$ cat src/rtl/fetch_unit.sv
`timescale 1ns/1ps
// fetch_unit -- instruction fetch stage of the Maluch core.
//
// Keeps the program counter and issues one word-addressed read at a time to
// instruction memory over a req/ack handshake. The returned word is held in
// an output register that feeds the decoder. Handles decode-side stalls and
// control-flow redirects; a fetch made stale by a redirect is discarded.
//
// Ports:
//   clk          core clock, rising edge
//   rst_n        asynchronous active-low reset
//   imem_req     read request (registered)
//   imem_addr    read address, stable while a request waits for its ack
//   imem_ack     read complete this cycle (ignored when imem_req=0)
//   imem_rdata   read data, valid with imem_ack
//   instr        held instruction word
//   instr_valid  instr holds an unconsumed instruction
//   instr_pc     address instr was fetched from
//   stall        decode cannot consume instr this cycle
//   redirect     one-cycle pulse: flush and resume fetching at redirect_pc
//   redirect_pc  redirect target
//
// INSTR_W must match the width of the core's instruction type.
module fetch_unit #(
  parameter int unsigned       ADDR_W   = 16,
  parameter int unsigned       INSTR_W  = 32,
  parameter logic [ADDR_W-1:0] RESET_PC = '0
) (
  input  logic               clk,
  input  logic               rst_n,
  output logic               imem_req,
  output logic [ADDR_W-1:0]  imem_addr,
  input  logic               imem_ack,
  input  logic [INSTR_W-1:0] imem_rdata,
  output logic [INSTR_W-1:0] instr,
  output logic               instr_valid,
  output logic [ADDR_W-1:0]  instr_pc,
  input  logic               stall,
  input  logic               redirect,
  input  logic [ADDR_W-1:0]  redirect_pc
);

  typedef enum logic [1:0] {
    IDLE = 2'd0,
    REQ  = 2'd1,
    DROP = 2'd2
  } state_t;

  state_t            state, state_nxt;
  logic [ADDR_W-1:0] fetch_pc;
  logic [ADDR_W-1:0] req_addr;
  logic              consume;
  logic              out_free;
  logic              issue;
  logic              load;

  assign consume   = instr_valid & ~stall;
  assign out_free  = ~instr_valid | consume;
  assign imem_addr = req_addr;

  // State register
  always_ff @(posedge clk or negedge rst_n) begin
    if (!rst_n) begin
      state <= IDLE;
    end else begin
      state <= state_nxt;
    end
  end

  // Next-state logic; redirect has priority everywhere
  always_comb begin
    state_nxt = state;
    unique case (state)
      IDLE: if (!redirect && out_free) state_nxt = REQ;
      REQ: begin
        if (imem_ack)      state_nxt = IDLE;
        else if (redirect) state_nxt = DROP;
      end
      DROP: if (imem_ack) state_nxt = IDLE;
      default: state_nxt = IDLE;
    endcase
  end

  // Output/control decode
  always_comb begin
    issue = 1'b0;
    load  = 1'b0;
    unique case (state)
      IDLE:    issue = !redirect && out_free;
      REQ:     load  = imem_ack && !redirect;
      default: ;
    endcase
  end

  // imem_req has its own flop (mirrors state_nxt != IDLE) so the pin is a
  // clean register output rather than a decode of the state bits.
  always_ff @(posedge clk or negedge rst_n) begin
    if (!rst_n) begin
      imem_req    <= 1'b0;
      fetch_pc    <= RESET_PC;
      req_addr    <= RESET_PC;
      instr       <= '0;
      instr_valid <= 1'b0;
      instr_pc    <= '0;
    end else begin
      imem_req <= (state_nxt != IDLE);

      if (redirect)  fetch_pc <= redirect_pc;
      else if (load) fetch_pc <= req_addr + 1'b1;

      if (issue) req_addr <= fetch_pc;

      if (load) begin
        instr       <= imem_rdata;
        instr_valid <= 1'b1;
        instr_pc    <= req_addr;
      end else if (redirect || consume) begin
        instr_valid <= 1'b0;
      end
    end
  end

endmodule
$ cat config.mk
export PLATFORM = sky130hd
export DESIGN_NAME = fetch_unit
export DESIGN_NICKNAME = d
export VERILOG_FILES = /design/src/rtl/fetch_unit.sv
export SDC_FILE = /design/constraint.sdc
export NUM_CORES = 1
export LEC_CHECK = 0
export ABC_AREA = 1
export BUFFER_PORTS_ARGS = -buffer_cell sky130_fd_sc_hd__clkbuf_2
export CAP_MARGIN = 30
export CORE_MARGIN = 5
export CORE_UTILIZATION = 35
export CTS_CLUSTER_SIZE = 8
export DETAILED_ROUTE_END_ITERATION = 8
export HOLD_SLACK_MARGIN = 0.12
export PLACE_DENSITY = 0.56
export SETUP_SLACK_MARGIN = 0.02
export SLEW_MARGIN = 20
export SYNTH_ARGS = -nofsm -noshare
export SYNTH_HDL_FRONTEND = slang
export SYNTH_SLANG_ARGS = --single-unit
$ cat constraint.sdc
create_clock -name clk -period 1.69 [get_ports clk]
set_clock_uncertainty 0.1 [all_clocks]
set_input_delay 0.0845 -clock clk [delete_from_list [all_inputs] [get_ports clk]]
set_output_delay 0.0845 -clock clk [all_outputs]
set_load 0.005 [all_outputs]
After elaboration in Yosys (flattened, before gate mapping)
Index checks and enable logic that the tools add are counted.
Operators by class
  add/subtract/negate cells: 1
  equality and inequality tests: 2
  multiplexer cells: 11
  bitwise logic cells: 4
  reduce and logical (&&, ||, !) cells: 8
Operator list (count)
  $mux W16: 2
  $add A16 B1 Y16 const B: 1
  $mux W2: 4
  $pmux W2 S3: 1
  $reduce_bool A2 Y1: 3
  $mux W1: 4
  $eq A2 B1 Y1 const B: 1
  $eq A2 B2 Y1 const B: 1
  $logic_and A1 B1 Y1: 2
  $logic_not A2 Y1: 1
  $not A1 Y1: 2
  $and A1 B1 Y1: 1
  $logic_not A1 Y1: 1
  $logic_or A1 B1 Y1: 1
  $or A1 B1 Y1: 1
Storage, ports and cells
  bits in registers: 84
  input port bits: 53

Longest topological paths before layout
  depth in word-level cells: 7
  gate-level depth with buffers: 8
  depth with buffers taken out: 8

Worst setup path before layout
OpenSTA, ideal clock, no wires.
  path kind: reg-to-reg
  start: register req_addr[1] (netlist: imem_addr[1])
  end: register fetch_pc[10]
  library setup time: 117 ps
  arrival: 1150 ps
  required time: 1473 ps
  slack: 322 ps
  stages on the path, launching flop included: 7
  path buffers: 0
  cells stage by stage: dfrtp_1 -> ha_1 -> nand3_1 -> nor2_1 -> nand3_1 -> nand3_1 -> nand2_1
Between the ends
  word-level cells in the longest chain between the ends: 3
Ends and longest elaborated chain
  from (decl): RTL line 51  | logic [ADDR_W-1:0] req_addr;
  from (signal assigned): RTL line 111  | if (issue) req_addr <= fetch_pc;
  $add A16 B1 Y16: RTL line 109  | else if (load) fetch_pc <= req_addr + 1'b1;
  $mux W16: RTL line 109
  $mux W16: RTL line 108  | if (redirect) fetch_pc <= redirect_pc;
  to (signal assigned): RTL line 108
  to (signal assigned): RTL line 109
  to (decl): RTL line 50  | logic [ADDR_W-1:0] fetch_pc;
No other way between the ends. The select of a mux whose other input is x is not followed.
A chain may end at the register's enable or synchronous reset.

Worst setup path after layout
  start: register state[1]
  end: register fetch_pc[4]
Between the ends
  word-level cells in the longest chain between the ends: 3
Ends and longest elaborated chain
  from (decl): RTL line 49  | state_t state, state_nxt;
  from (signal assigned): RTL line 66  | state <= state_nxt;
  $eq A2 B1 Y1: RTL line 88  | unique case (state)
  $mux W1: RTL line 88
  $reduce_bool A2 Y1 (no source line)
No other way between the ends.

==> impl_metrics.toml <==
[place]
dp_hpwl_um = 7410
port_buffers = 118
gp_routability_congestion = 0.783

[route]
antenna_left = 0
routed_wl_um = 10400
drt_iter0_drc = 168
drc = 0
first_pass_iters = 4
vias_per_cell = 4.45
post_drt_wl_per_cell_um = 13.5
via_count = 3418

[layout]
fillCellCount = 985
register_area_um2 = 2100
nets = 681
final_layout_size_suffix_gt1_share_pct = 25.5
area_growth_syn_to_layout_pct = 46.5
diodes = 0
multi_input_area_um2 = 1300
postLayoutCoreUtil_pct = 52.3

[job]
drv_cap = 0

[synth]
async_flop_share_pct = 100
synth_nets = 495
synthTopCellsByArea = "dfrtp_1 (58%), nand2_1 (20%), inv_1 (4.4%)"
ys_top_cells_by_count = "nand2_1 (193), dfrtp_1 (84), inv_1 (43), o21ai_0 (27), nand3_1 (26)"
synth_top_area_share_pct = 57.5
ys_types = 25
synth_top_area_cell = "dfrtp_1"
synth_edf_count = 0
ys_seq_area_share_pct = 57.5
ys_warn_count = 0
syn_inst = 441
syn-cell-area_um2 = 3650
ys_ff_latch = 84
synthFlopType = "dfrtp_1"
syn_area_per_cell_um2 = 8.28
synth_most_common_cell = "nand2_1"

[clocking]
cts-buffers-inserted = 9
post_cts_buffers = 0
clock-root-buffer = "clkbuf_8"
clockBufferDepth = 2
cts_tree = "built"
clock_latency_ns = 0.37
htreeDepth = 3
clkTransAtPathRegs_ns = 0.09
clock-sinks = 84

[worst_setup_path]
r2r_cells = 6
r2r_start = "state[1]$_DFF_PN0_"
critPathCapture = "fetch_pc[4]$_DFFE_PN0P_"
critPathTopFamily = "simple AND/OR/NAND/NOR gates"
path_cells = "nor2_4 > nand3_4 > nand2_2 > inv_1 > nand2_1 > o211ai_1"
path_class = "reg -> reg"
end_kind = "flip-flop"
setup.worst_path.start_class = "flip-flop"
startpoint = "state[1]$_DFF_PN0_"
cp.depth = 6
worstPathRequired_ns = 1.83
path_buf_inv = 1
ff2ff_setup_slack_ns = 0.16
cpMaxStageDelayCell = "dfrtp_1"
arrival_ns = 1.67
r2r-end = "fetch_pc[4]$_DFFE_PN0P_"
slowest_delay_ns = 0.44
critPathMaxFanout = 9

[sta]
slew_violations = 0
setup_tns_ns = 0
tightest_slew_ns = 0.369
fin_crit_ns = 1.53
slew_headroom_pct = 75.3
worst_hold_slack_ns = 0.346
hold_violations = 0
rsz0062_at_grt = "no"
setup-violations-final = 0
period_share_pct = 90.3
clock.fmax_mhz = 655

[hold_path]
hold_path.class = "in -> reg"
min_from = "imem_rdata[26]"

[run_status]
outcome = "finished clean"

[pwr]
power.density_nw_per_um2 = 1360
finalPower_mw = 7.28
ir_worst_vdd_v = 0.000526
p_leak_nw = 2.89

[global_route]
grt_max_degree = 46
grt_util_all_layers_pct = 17.4
grt_pass1_vias = 3604
grt_antenna_before_repair = 0
grt_overflow = 0
grt_pass1_wl_um = 17600

[die]
initial_core_util_pct = 35.7
io_pins = 119
core.rowCount = 37
die_y_um = 112
fp.dieW_um = 112
floorplan.die_area_um2 = 12600
core_um2 = 10200
## placed cells by master, fill, tap and decap left out, types with 2 or more instances in the layout
master / synthesis / layout
nand3_1: 26 / 26
nand2_1: 193 / 193
buf_12: 0 / 2
buf_4: 6 / 14
nand4_1: 2 / 2
o21ai_1: 9 / 9
dfrtp_1: 84 / 83
nor2_2: 0 / 2
clkbuf_2: 0 / 117
bufinv_16: 0 / 5
dlygate4sd3_1: 0 / 59
o21ai_0: 27 / 27
a21oi_1: 5 / 5
o211ai_1: 5 / 5
nor2_1: 18 / 15
nor2_4: 1 / 2
mux2_2: 2 / 2
inv_1: 43 / 43
clkbuf_8: 0 / 10
## power by group
group,internal (mW),total (mW),leakage (nW),switching (mW)
Sequential,2.68,3.16,1.04,0.489
Clock,1.32,2.08,0.147,0.753
Combinational,0.975,2.04,1.70,1.06
## logic make-up after synthesis
kind of cell	synth area share, %
and+or+nand+nor	27.1
DFF	57.5
buffers and inverters	7.29
AOI/OAI and AO/OA	6.85
muxes	0.616
xor gates and xnor gates	0.240
adders and majority gates	0.342
## per-layer routing
layer	global-route usage, %	up-vias	share of wire, %
li1	-	1740	-
met3	3.99	17	4.3
met4	6.25	0	1.9
met5	0	-	0
met2	28.0	66	48
met1	23.0	1595	46
## metrics by stage
step                      worst slack (ns)  instances  cell area (um^2)
after detailed placement             0.123        693              4450
after global placement               0.185        693              4450
after global routing                0.0331        768              5350
final                                0.164        768              5350
after CTS                           0.0930        769              5350
after floorplan                      0.322        441              3650
## state kept, by name (all words and copies together), names as in the netlist
name         flops
imem_req         1
instr_valid      1
instr           32
fetch_pc        16
instr_pc        16
state            2
imem_addr       16
## worst min-delay path: cells and delay by family
family	cells	cell delay (ns)
buffers and inverters	2	0.61
AND/OR/NAND/NOR	2	0.08
## how the worst min path moves through the flow
stage                                     to  slack, ns  cells after the start
CTS                     instr[7]$_DFFE_PN0P_       0.15                      3
detailed placement  instr_pc[15]$_DFFE_PN0P_      -0.12                      1
finish                 instr[26]$_DFFE_PN0P_       0.35                      4
global route           instr[23]$_DFFE_PN0P_       0.35                      4
global placement    instr_pc[15]$_DFFE_PN0P_      -0.12                      1
floorplan            fetch_pc[0]$_DFFE_PN0P_      -0.31                      0
## repair_timing
item / in CTS / in global routing
endpoints found under the setup margin: 0 / 23
gates resized for setup: 0 / 5
hold buffers: 60 / 1
endpoints found under the hold margin: 137 / 17
## final cells by class
class	instances	share of cell area, %
Multi-Input combinational cell	296	24.2
Clock inverter	6	2.97
Inverter	44	3.08
Clock buffer	10	2.57
Timing Repair Buffer	192	24.7
Tap cell	136	3.18
Sequential cell	84	39.3
Power figures use the tool's default switching activity.
